===== src/rtl/fetch_decode_queue_if.sv =====
// fetch_decode_queue_if
//   Handshake bundle between fetch, the fetch/decode queue and decode.
//   master : fetch + decode side (drives in_*, out_ready, flush)
//   slave  : the queue itself (drives in_ready, out_*, count)
//   Signals:
//     flush               redirect taken, discard all buffered entries
//     in_valid/in_ready   fetch push handshake (in_ready drives fetch En)
//     in_pc, in_instr     fetched {PC, instruction} pair
//     out_valid/out_ready decode pop handshake
//     out_pc, out_instr   head entry (zero when out_valid=0)
//     count               occupied entries, 0..DEPTH
interface fetch_decode_queue_if #(
    parameter int unsigned DEPTH = 4
);
    localparam int unsigned AW = $clog2(DEPTH);

    logic          flush;
    logic          in_valid;
    logic [31:0]   in_pc;
    logic [31:0]   in_instr;
    logic          in_ready;
    logic          out_valid;
    logic [31:0]   out_pc;
    logic [31:0]   out_instr;
    logic          out_ready;
    logic [AW:0]   count;

    modport master (
        output flush,
        output in_valid,
        output in_pc,
        output in_instr,
        input  in_ready,
        input  out_valid,
        input  out_pc,
        input  out_instr,
        output out_ready,
        input  count
    );

    modport slave (
        input  flush,
        input  in_valid,
        input  in_pc,
        input  in_instr,
        output in_ready,
        output out_valid,
        output out_pc,
        output out_instr,
        input  out_ready,
        output count
    );
endinterface


===== src/rtl/fetch_decode_queue.sv =====
// fetch_decode_queue
//   Circular FIFO of {PC, instruction} pairs between fetch and decode, so a
//   decode stall does not immediately freeze the PC.
//   Ports:
//     clk    rising-edge clock
//     reset  synchronous, active-high
//     bus    fetch_decode_queue_if.slave (flush, push/pop handshakes, count)
//   Parameters:
//     DEPTH  entries, power of two, >= 2 (AW = log2(DEPTH) is derived)
//   Build option:
//     FDQ_BYPASS_EN  when defined, an empty queue with decode ready passes the
//                    incoming pair straight to the outputs in the same cycle
//                    without storing it.
//   Priority: reset > flush > push/pop. A full queue refuses pushes even when
//   decode pops in the same cycle, so in_ready depends on registered state only.
module fetch_decode_queue #(
    parameter int unsigned DEPTH = 4
) (
    input  logic                      clk,
    input  logic                      reset,
    fetch_decode_queue_if.slave       bus
);
    localparam int unsigned AW = $clog2(DEPTH);
    localparam logic [AW:0] FULL_COUNT = (AW+1)'(DEPTH);

    logic [63:0]   mem [DEPTH];
    logic [AW-1:0] wr_ptr;
    logic [AW-1:0] rd_ptr;
    logic [AW:0]   count_q;

    logic          empty;
    logic          full;
    logic          bypass;
    logic          push;
    logic          pop;
    logic [63:0]   head;

    logic          out_valid_c;
    logic [31:0]   out_pc_c;
    logic [31:0]   out_instr_c;

    assign empty = (count_q == '0);
    assign full  = (count_q == FULL_COUNT);

`ifdef FDQ_BYPASS_EN
    // Empty queue and decode ready: hand the pair straight through, skip storage.
    assign bypass = empty & bus.in_valid & ~bus.flush & bus.out_ready;
`else
    assign bypass = 1'b0;
`endif

    // push/pop are qualified by flush in the register process, not here.
    assign push = bus.in_valid & ~full & ~bypass;
    assign pop  = ~empty & bus.out_ready;

    assign head = mem[rd_ptr];

    always_comb begin
        out_valid_c = 1'b0;
        out_pc_c    = '0;
        out_instr_c = '0;
        if (!empty) begin
            out_valid_c = 1'b1;
            out_pc_c    = head[63:32];
            out_instr_c = head[31:0];
        end else if (bypass) begin
            out_valid_c = 1'b1;
            out_pc_c    = bus.in_pc;
            out_instr_c = bus.in_instr;
        end
    end

    assign bus.in_ready  = ~full;
    assign bus.out_valid = out_valid_c;
    assign bus.out_pc    = out_pc_c;
    assign bus.out_instr = out_instr_c;
    assign bus.count     = count_q;

    // Storage is never cleared; only pointers and count are reset/flushed.
    always_ff @(posedge clk) begin
        if (!reset && !bus.flush && push) begin
            mem[wr_ptr] <= {bus.in_pc, bus.in_instr};
        end
    end

    always_ff @(posedge clk) begin
        if (reset) begin
            wr_ptr  <= '0;
            rd_ptr  <= '0;
            count_q <= '0;
        end else if (bus.flush) begin
            wr_ptr  <= '0;
            rd_ptr  <= '0;
            count_q <= '0;
        end else begin
            // Pointers are AW bits wide, so wrap at DEPTH is implicit.
            if (push) begin
                wr_ptr <= wr_ptr + 1'b1;
            end
            if (pop) begin
                rd_ptr <= rd_ptr + 1'b1;
            end
            case ({push, pop})
                2'b10:   count_q <= count_q + (AW+1)'(1);
                2'b01:   count_q <= count_q - (AW+1)'(1);
                default: count_q <= count_q;
            endcase
        end
    end
endmodule

===== src/flat_wrapper.sv =====
// flat-port wrapper written by rule: the top's interface ports become plain ports
module fetch_decode_queue_flat 
#(
    parameter int unsigned DEPTH = 4
)
  (clk, reset, bus_flush, bus_in_valid, bus_in_pc, bus_in_instr, bus_in_ready, bus_out_valid, bus_out_pc, bus_out_instr, bus_out_ready, bus_count);
  fetch_decode_queue_if #(.DEPTH(DEPTH)) bus_i ();
  input  logic clk;
  input  logic reset;
  input wire logic [$bits(bus_i.flush)-1:0] bus_flush;
  input wire logic [$bits(bus_i.in_valid)-1:0] bus_in_valid;
  input wire logic [$bits(bus_i.in_pc)-1:0] bus_in_pc;
  input wire logic [$bits(bus_i.in_instr)-1:0] bus_in_instr;
  output wire logic [$bits(bus_i.in_ready)-1:0] bus_in_ready;
  output wire logic [$bits(bus_i.out_valid)-1:0] bus_out_valid;
  output wire logic [$bits(bus_i.out_pc)-1:0] bus_out_pc;
  output wire logic [$bits(bus_i.out_instr)-1:0] bus_out_instr;
  input wire logic [$bits(bus_i.out_ready)-1:0] bus_out_ready;
  output wire logic [$bits(bus_i.count)-1:0] bus_count;
  assign bus_i.flush = bus_flush;
  assign bus_i.in_valid = bus_in_valid;
  assign bus_i.in_pc = bus_in_pc;
  assign bus_i.in_instr = bus_in_instr;
  assign bus_in_ready = bus_i.in_ready;
  assign bus_out_valid = bus_i.out_valid;
  assign bus_out_pc = bus_i.out_pc;
  assign bus_out_instr = bus_i.out_instr;
  assign bus_i.out_ready = bus_out_ready;
  assign bus_count = bus_i.count;
  fetch_decode_queue #(.DEPTH(DEPTH)) u_core (.clk(clk), .reset(reset), .bus(bus_i));
endmodule

===== config.mk =====
export PLATFORM = sky130hd
export DESIGN_NAME = fetch_decode_queue_flat
export DESIGN_NICKNAME = d
export VERILOG_FILES = /design/src/rtl/fetch_decode_queue_if.sv /design/src/rtl/fetch_decode_queue.sv /design/src/flat_wrapper.sv
export SDC_FILE = /design/constraint.sdc
export NUM_CORES = 1
export LEC_CHECK = 0
export ABC_CLOCK_PERIOD_IN_PS = 3400
export CORE_ASPECT_RATIO = 2
export CORE_MARGIN = 5
export CORE_UTILIZATION = 40
export CTS_BUF_LIST = sky130_fd_sc_hd__clkbuf_2
export DETAILED_ROUTE_END_ITERATION = 7
export SKIP_CTS_REPAIR_TIMING = 1
export SYNTH_ARGS = -nofsm -noshare
export SYNTH_HDL_FRONTEND = slang
export SYNTH_SLANG_ARGS = --single-unit

===== constraint.sdc =====
create_clock -name clk -period 3.4 [get_ports clk]
set_input_delay 0.51 -clock clk [delete_from_list [all_inputs] [get_ports clk]]
set_output_delay 0.51 -clock clk [all_outputs]
set_load 0.005 [all_outputs]

==> out/results.ini, run 1 <==
[clock_tree]
clock_latency_ps=800
cts_tree=yes
root_buffer=clkbuf_2
path_clk_slew_ps=120
cts.sinks=265
clk_path_buf_depth=3
cts_buffers=53
cts_max_level=2

[cells_and_area]
fin_area_mm2=0.01253
finalNonFillerCells=1025
syn2layout_area_growth_pct=23.16
fin_nets=718
drive_above_1_share_pct=25.29

[synthesis]
synth.avg_cell_area_um2=22.16
syn-num-nets=534
async_flop_share_pct=0
synth.distinct_cells=27
syn-cell-area_mm2=0.01017
synth_area_leader_cell=edfxtp_1
yosysWarnings=0
synthCells=459
synth_most_common_cell=edfxtp_1
synthFlopType=edfxtp_1
synthTopCellsByCount=edfxtp_1 (256), and2_1 (64), mux4_2 (64)
synth-edff-count=256
ys_seq_area_share_pct=77.33
yosys.area.top_type_share_pct=75.56
synthTopCellsByArea=edfxtp_1 (76%), mux4_2 (14%), and2_1 (3.9%)
ys_seq_elements=265

[die]
num_io_pins=138
die_area_mm2=0.02892
die_h_um=235.5
dieWidth_um=122.8
core_mm2=0.02514
fp-row-count=82
initial_utilization_pct=40.47

[timing]
fmax_mhz=315.4
fin_ws_ps=229.8
grt_setup_unrepaired=no
tightest_slew_ps=612.3
post-route-period-util_pct=93.24
finalCriticalPeriod_ps=3170
skew_ps=26.05
report.final.slew_viol_count=0
report.final.setup_viol=0
relSlewSlack_pct=59.18
whs_ps=332.2
hold_viol_final=0

[drt]
drt-total-wl_mm=20.74
drt_iter0_markers=268
dr.pass1.iters=4
ant_nets=0
avgViaCountPerCell=4.873
remaining_drc_errors=0
vias=4995
post_drt_wl_per_cell_um=20.23

[global_route]
grt_pass1_wl_mm=31.62
antenna_found_initial=2
grt-ovfl-total=0
grt_pass1_vias=5772
grt_max_degree=66
track_usage_pct=14.55

[hold_path]
hold_path.class=input port to flip-flop

[placement]
port_buffers=137
placed_area_mm2=0.01199
dp_hpwl_mm=12.53
numPlacedInstances=918
gp_congestion=0.6744
preCtsSetupSlack_ps=685.0

[power_and_ir_drop]
power_frac_seq_pct=62.9
p_per_area_mw_per_mm2=459.2
ir_worst_vdd_uv=210.8
combinationalPowerShare_pct=6.7
intPower_uw=4445
p_switching_uw=1308
clock_power_share_pct=30.4
leakage_uw=0.004009
sw_frac_of_total_pct=22.73

[critical_path]
critPathRequiredTime_ps=2890
worstPathArrival_ps=2660
worst_setup_path_end_kind=primary output
startpoint_type=flip-flop
critPathMaxFanout=10
worstSetupPathType=flip-flop to primary output

[run_status]
outcome=completed

[run]
maxCapViolCount=0

## worst max-delay path, cell delays in order, from the launching register on
cell,delay [ps]
dfxtp_4,430
buf_4,270
mux4_2,570
and2_1,180
clkdlybuf4s50_1,440
## kinds of logic (layout without fill, tap and decap cells)
logic type,after synthesis,count (layout),share of synthesized area (%)
AO/OA/AOI/OAI,6,6,0.4304
XOR/XNOR,4,4,0.3443
adder cells (fa/ha/maj),6,6,0.8117
buffers and inverters,30,259,1.796
flip-flops,265,265,77.33
multiplexers,65,65,14.27
other,0,1,0
AND/OR/NAND/NOR,83,83,5.018
## per-layer routing
metal | vias to the layer above | part of all wire, % | GRT usage [%]
met1 | 2575 | 35 | 15.13
met4 | 0 | 2.4 | 5.472
met2 | 121 | 58 | 27.44
met3 | 40 | 4.9 | 3.414
met5 | - | 0 | 0
li1 | 2259 | - | -
## state kept, by name, indices dropped and copies added (netlist names), named ones only
signal	cells
u_core.mem	256
u_core.bus.count	3
u_core.rd_ptr	2
u_core.wr_ptr	2
## per-stage QoR
step                      power [µW]  setup TNS (ps)  util [%]
after detailed placement        4087               0     47.69
after global routing            6045               0     49.85
after CTS                       5841          -12700     49.58
after global placement          4073               0     47.69
final                           5753               0     49.85
after floorplan                 3837               0         -
## power groups by stage
| stage | clock, µW | combinational, µW | sequential, µW |
|---|---|---|---|
| 2_1_floorplan | 0 | 143 | 3690 |
| 6_report | 1750 | 386 | 3620 |
| 5_1_grt | 2000 | 419 | 3620 |
| 3_5_place_dp | 0 | 390 | 3700 |
| 4_1_cts | 1830 | 392 | 3620 |
| 3_3_place_gp | 0 | 379 | 3690 |
## placed cells by master (no fill, tap or decap)
cell type,synthesis,routed
edfxtp_1,256,256
clkbuf_2,0,76
dfxtp_2,0,2
nand2_1,2,2
o21ai_0,1,1
or3_4,0,1
fa_1,1,1
mux2i_1,1,1
dfxtp_1,9,5
buf_4,1,7
ha_1,5,5
o31ai_2,1,1
inv_1,7,7
or3b_4,1,1
mux4_2,64,64
a21oi_1,2,2
nor2_1,7,7
inv_2,0,1
buf_12,0,8
or3_2,1,1
clkdlybuf4s50_1,0,137
o311ai_0,1,1
and2_4,1,1
dfxtp_4,0,2
clkinv_2,0,4
nand4_1,1,1
and3_4,0,4
clkinv_1,0,19
diode_2,0,1
or2_2,1,1
xor2_1,4,4
o31ai_1,1,1
and2_1,64,64
## cell type report
class / instances / area (µm²)
antenna: 1 / 2.502
clock buffer: 76 / 380.4
clock inverter: 24 / 95.09
fill: 2112 / 12610
inverter: 7 / 26.28
multi-input combinational: 164 / 2143
sequential: 265 / 7878
tap: 336 / 420.4
timing repair buffer: 152 / 1584
## final timing paths
path / from / end / slack, ps / depth (start not counted)
worst max-delay path: flip-flop / bus_out_pc[7] / 230 / 4
worst max register to register: u_core.bus.count[2] / u_core.bus.count[2] / 840 / 9
worst min register to register: u_core.wr_ptr[0] / u_core.wr_ptr[0] / 510 / 2
worst min-delay path: bus_in_instr[30] / u_core.mem[1][30] / 330 / 1
Note: power is estimated with default switching activity, not from simulation.
==> run 2, diff against run 1 <==
CORE_ASPECT_RATIO = unset   (was 2)
==> out/results.ini, run 2 (synthesis gave the netlist of run 1 again) <==
[global_route]
grt_pass1_vias=5770
grt-ovfl-total=0
grt_pass1_wl_mm=32.23
grt_max_degree=66
track_usage_pct=14.61
antenna_found_initial=2

[die]
dieWidth_um=169.5
num_io_pins=138
initial_utilization_pct=40.52
core_mm2=0.02511
die_area_mm2=0.02872
fp-row-count=58
die_h_um=169.5

[placement]
gp_congestion=0.6931
dp_hpwl_mm=12.13
placed_area_mm2=0.01200
port_buffers=137

[drt]
remaining_drc_errors=0
dr.pass1.iters=4
ant_nets=0
drt_iter0_markers=299
post_drt_wl_per_cell_um=19.86
vias=5063
drt-total-wl_mm=20.55
avgViaCountPerCell=4.892

[cells_and_area]
syn2layout_area_growth_pct=24.24
regMostFlops=u_core.mem
fin_nets=732
final_util_pct=50.34
final_cell_mix=edfxtp_1 (256), clkdlybuf4s50_1 (137), clkbuf_2 (92)
drive_above_1_share_pct=27.31
mostFrequentLayoutCell=edfxtp_1
fin_area_mm2=0.01264
largest_register_ff_count=256

[critical_path]
path_cells=or3_4, and2_1, clkdlybuf4s50_1
worst_setup_path_end_kind=primary output
startpoint_type=flip-flop
critPathRequiredTime_ps=2890
worstPathArrival_ps=2630
crit_slowest_cell=or3_4
critPathMaxFanout=65
slowest_delay_ps=600
worstSetupPathType=flip-flop to primary output

[hold_path]
hold_path.class=input port to flip-flop

[clock_tree]
cts.sinks=265
root_buffer=clkbuf_2
clock_latency_ps=750
cts_max_level=3
cts_buffers=66
path_clk_slew_ps=110
cts_tree=yes
clk_path_buf_depth=3

[timing]
tightest_slew_ps=663.7
finalCriticalPeriod_ps=3142
report.final.slew_viol_count=0
whs_ps=386.3
post-route-period-util_pct=92.41
report.final.setup_viol=0
fmax_mhz=318.3
hold_viol_final=0
skew_ps=34.85
relSlewSlack_pct=55.76
fin_tns_setup_ps=0

[power_and_ir_drop]
leakage_uw=0.004100
p_per_area_mw_per_mm2=481.7
ir_worst_vdd_uv=199.9
p_total_uw=6089

[run_status]
outcome=completed

[run]
maxCapViolCount=0

==> run 2: cell count changes in the layout (fill, tap and decap cells not counted), sizes merged <==
cell,change
buf,+1
bufinv,+2
clkbuf,+16
clkinv,-7
diode,+1
inv,+3
==> run 2: per-layer routing <==
layer | share of wire, % | track usage [%] | up-vias | routed length [µm]
li1 | - | - | 2303 | -
met1 | 41 | 18.81 | 2554 | 8497
met2 | 50 | 23.69 | 174 | 10350
met3 | 6.8 | 4.519 | 30 | 1406
met4 | 1.4 | 5.250 | 2 | 285
met5 | 0.063 | 0 | - | 13
==> run 2: final timing paths <==
kind	from	endpoint	slack, ps	depth (start not counted)
worst max-delay path	u_core.bus.count[1]	bus_out_pc[26]	260	3
worst min-delay path	bus_in_pc[2]	u_core.mem[3][34]	390	1
worst max register to register	u_core.bus.count[2]	u_core.bus.count[2]	800	9
worst min register to register	u_core.wr_ptr[0]	u_core.wr_ptr[0]	530	2
==> run 2: through the flow <==
stage	std cells	setup WS (ps)
floorplan	459	977.7
global placement	914	760.3
detailed placement	914	610.2
CTS	1028	-252.8
global route	1035	-6.756
finish	1035	258.1
==> run 2: area by class of cell <==
cell class | count | area, µm²
fillers | 2124 | 12470
flip-flops and latches | 265 | 7876
multi-input cells | 164 | 2143
repair buffers | 153 | 1579
clock buffers | 92 | 460.4
well taps | 330 | 412.9
clock inverters | 22 | 136.4
inverters | 7 | 26.28
diodes | 2 | 5.005
==> run 2: worst max-delay path: cells and delay by family (launching register included) <==
family / cells / cell delay [ps]
buffers and inverters: 1 / 520
DFF: 1 / 460
and+or+nand+nor: 2 / 880
==> run 2: report_power, final <==
group          leakage [µW]  internal [µW]  total [µW]  switching, µW
Sequential          0.00239           3610        3620           11.4
Clock              0.000455            881        2080           1200
Combinational       0.00126            228         387            159
Total               0.00410           4720        6090           1370
==> run 3, diff against run 2 <==
ABC_CLOCK_PERIOD_IN_PS = 2700   (was 3400)
GPL_ROUTABILITY_DRIVEN = 1   (was unset)
clock period = 2.7 ns   (was 3.4 ns; I/O delays follow)
==> out/results.ini, run 3 (synthesis gave the netlist of run 1 again) <==
[hold_path]
hold_path.class=input port to flip-flop
holdPathStages=1
hold_path_end=u_core.mem[1][38]
hold_path.startpoint=bus_in_pc[6]

[power_and_ir_drop]
power_frac_seq_pct=59.0
combinationalPowerShare_pct=7.2
ir_worst_vdd_uv=270.8
sw_frac_of_total_pct=22.76
p_per_area_mw_per_mm2=592.8
leakage_uw=0.004560
p_switching_uw=1760
clock_power_share_pct=33.8
intPower_uw=5970

[clock_tree]
cts_tree=yes
clock_latency_ps=790
path_clk_slew_ps=100
cts.sinks=265
clk_path_buf_depth=3
cts_buffers=66
root_buffer=clkbuf_2
cts_max_level=3

[drt]
drt_iter0_markers=256
avgViaCountPerCell=4.967
ant_nets=0
remaining_drc_errors=0
dr.pass1.iters=4
drt-total-wl_mm=21.76
post_drt_wl_per_cell_um=20.43
vias=5290

[critical_path]
worstReg2RegStart=u_core.bus.count[2]
r2r_slack_ps=160
reg2reg_depth=9
worst_setup_path_end_kind=primary output
worstPathArrival_ps=2410
worstSetupPathType=flip-flop to primary output
regToRegEndpoint=u_core.bus.count[2]
startpoint_type=flip-flop
critPathMaxFanout=6
critPathRequiredTime_ps=2300

[cells_and_area]
final_cell_mix=edfxtp_1 (256), clkbuf_2 (140), clkdlybuf4s50_1 (72)
largest_register_ff_count=256
drive_above_1_share_pct=47.40
fin_nets=763
regMostFlops=u_core.mem
final_util_pct=51.93
syn2layout_area_growth_pct=28.18
mostFrequentLayoutCell=edfxtp_1

[run_status]
outcome=finished with violations
violations=negative setup slack

[timing]
relSlewSlack_pct=65.76
fin_ws_ps=-114.0
finalCriticalPeriod_ps=2814
fin_tns_setup_ps=-2022
report.final.setup_viol=32
fmax_mhz=355.4
report.final.slew_viol_count=0
grt_setup_unrepaired=yes
post-route-period-util_pct=104.2
hold_viol_final=0
skew_ps=35.41
tightest_slew_ps=511.7

[die]
dieWidth_um=169.5
num_io_pins=138
die_area_mm2=0.02872
core_mm2=0.02511
die_h_um=169.5
initial_utilization_pct=40.52
fp-row-count=58

[placement]
gp_congestion=0.7281
port_buffers=137
dp_hpwl_mm=12.24

[run]
maxCapViolCount=0

[global_route]
grt_pass1_wl_mm=32.47
grt-ovfl-total=0
grt_pass1_vias=5885
antenna_found_initial=3
grt_max_degree=45
track_usage_pct=14.81

-- run 3: cell count changes in the layout (fill, tap and decap cells not counted), moves of 4 or more --
cell | before | now
and2_4 | 1 | 60
clkdlybuf4s50_1 | 137 | 72
buf_12 | 7 | 11
buf_4 | 9 | 15
buf_6 | 0 | 23
buf_8 | 0 | 4
clkbuf_16 | 0 | 6
and2_1 | 64 | 5
clkbuf_2 | 92 | 140
-- run 3: final cells by class --
type | count | area (µm²)
flip-flops and latches | 265 | 7879
repair buffers | 184 | 1833
clock inverters | 21 | 135.1
inverters | 7 | 26.28
fillers | 2109 | 12070
clock buffers | 91 | 455.4
well taps | 330 | 412.9
diodes | 3 | 7.507
multi-input cells | 164 | 2291
-- run 3: power by group through the flow --
stage / combinational [µW] / clock [µW] / sequential [µW]
2_1_floorplan: 179 / 0 / 4650
4_1_cts: 504 / 2750 / 4560
5_1_grt: 598 / 3010 / 4560
6_report: 555 / 2620 / 4560
3_3_place_gp: 489 / 0 / 4650
3_5_place_dp: 502 / 0 / 4650
-- run 3: metrics by stage --
stage	instances	setup WS, ps	total power, µW	hold slack (ps)	instance area (µm²)
final	1065	-114.0	7730	243.7	13040
after CTS	1033	-430.6	7814	122.6	12610
after global routing	1065	-292.0	8172	104.9	13040
after global placement	921	293.2	5138	478.4	12020
after detailed placement	921	208.4	5154	514.7	12020
after floorplan	459	277.7	4832	468.8	10170
-- run 3: critical path, stage by stage, from the launching register on --
cell and delay (ps):
dfxtp_4 390, buf_12 110, buf_12 100, buf_4 110
clkbuf_16 150, mux4_2 500, and2_4 170, clkbuf_2 110
-- run 3: how the worst max path moves through the flow --
stage	startpoint	slack, ps	end	cells past startpoint
after floorplan	u_core.bus.count[2]	280	u_core.bus.count[2]	10
after global placement	bus_in_valid	290	u_core.bus.count[2]	9
after detailed placement	bus_in_valid	210	u_core.bus.count[2]	9
after CTS	flip-flop	-430	bus_out_instr[0]	4
after global routing	flip-flop	-290	bus_out_pc[1]	7
final	flip-flop	-110	bus_out_instr[9]	7
-- run 3: metal layers --
layer  vias to the layer above  wire length [µm]  share of wire [%]  track usage (%)
met5                         -                13              0.060                0
met1                      2737              9108                 42            18.74
met3                        28              1446                6.6            5.288
met4                         2               310                1.4            4.760
li1                       2356                 -                  -                -
met2                       167             10880                 50            24.12
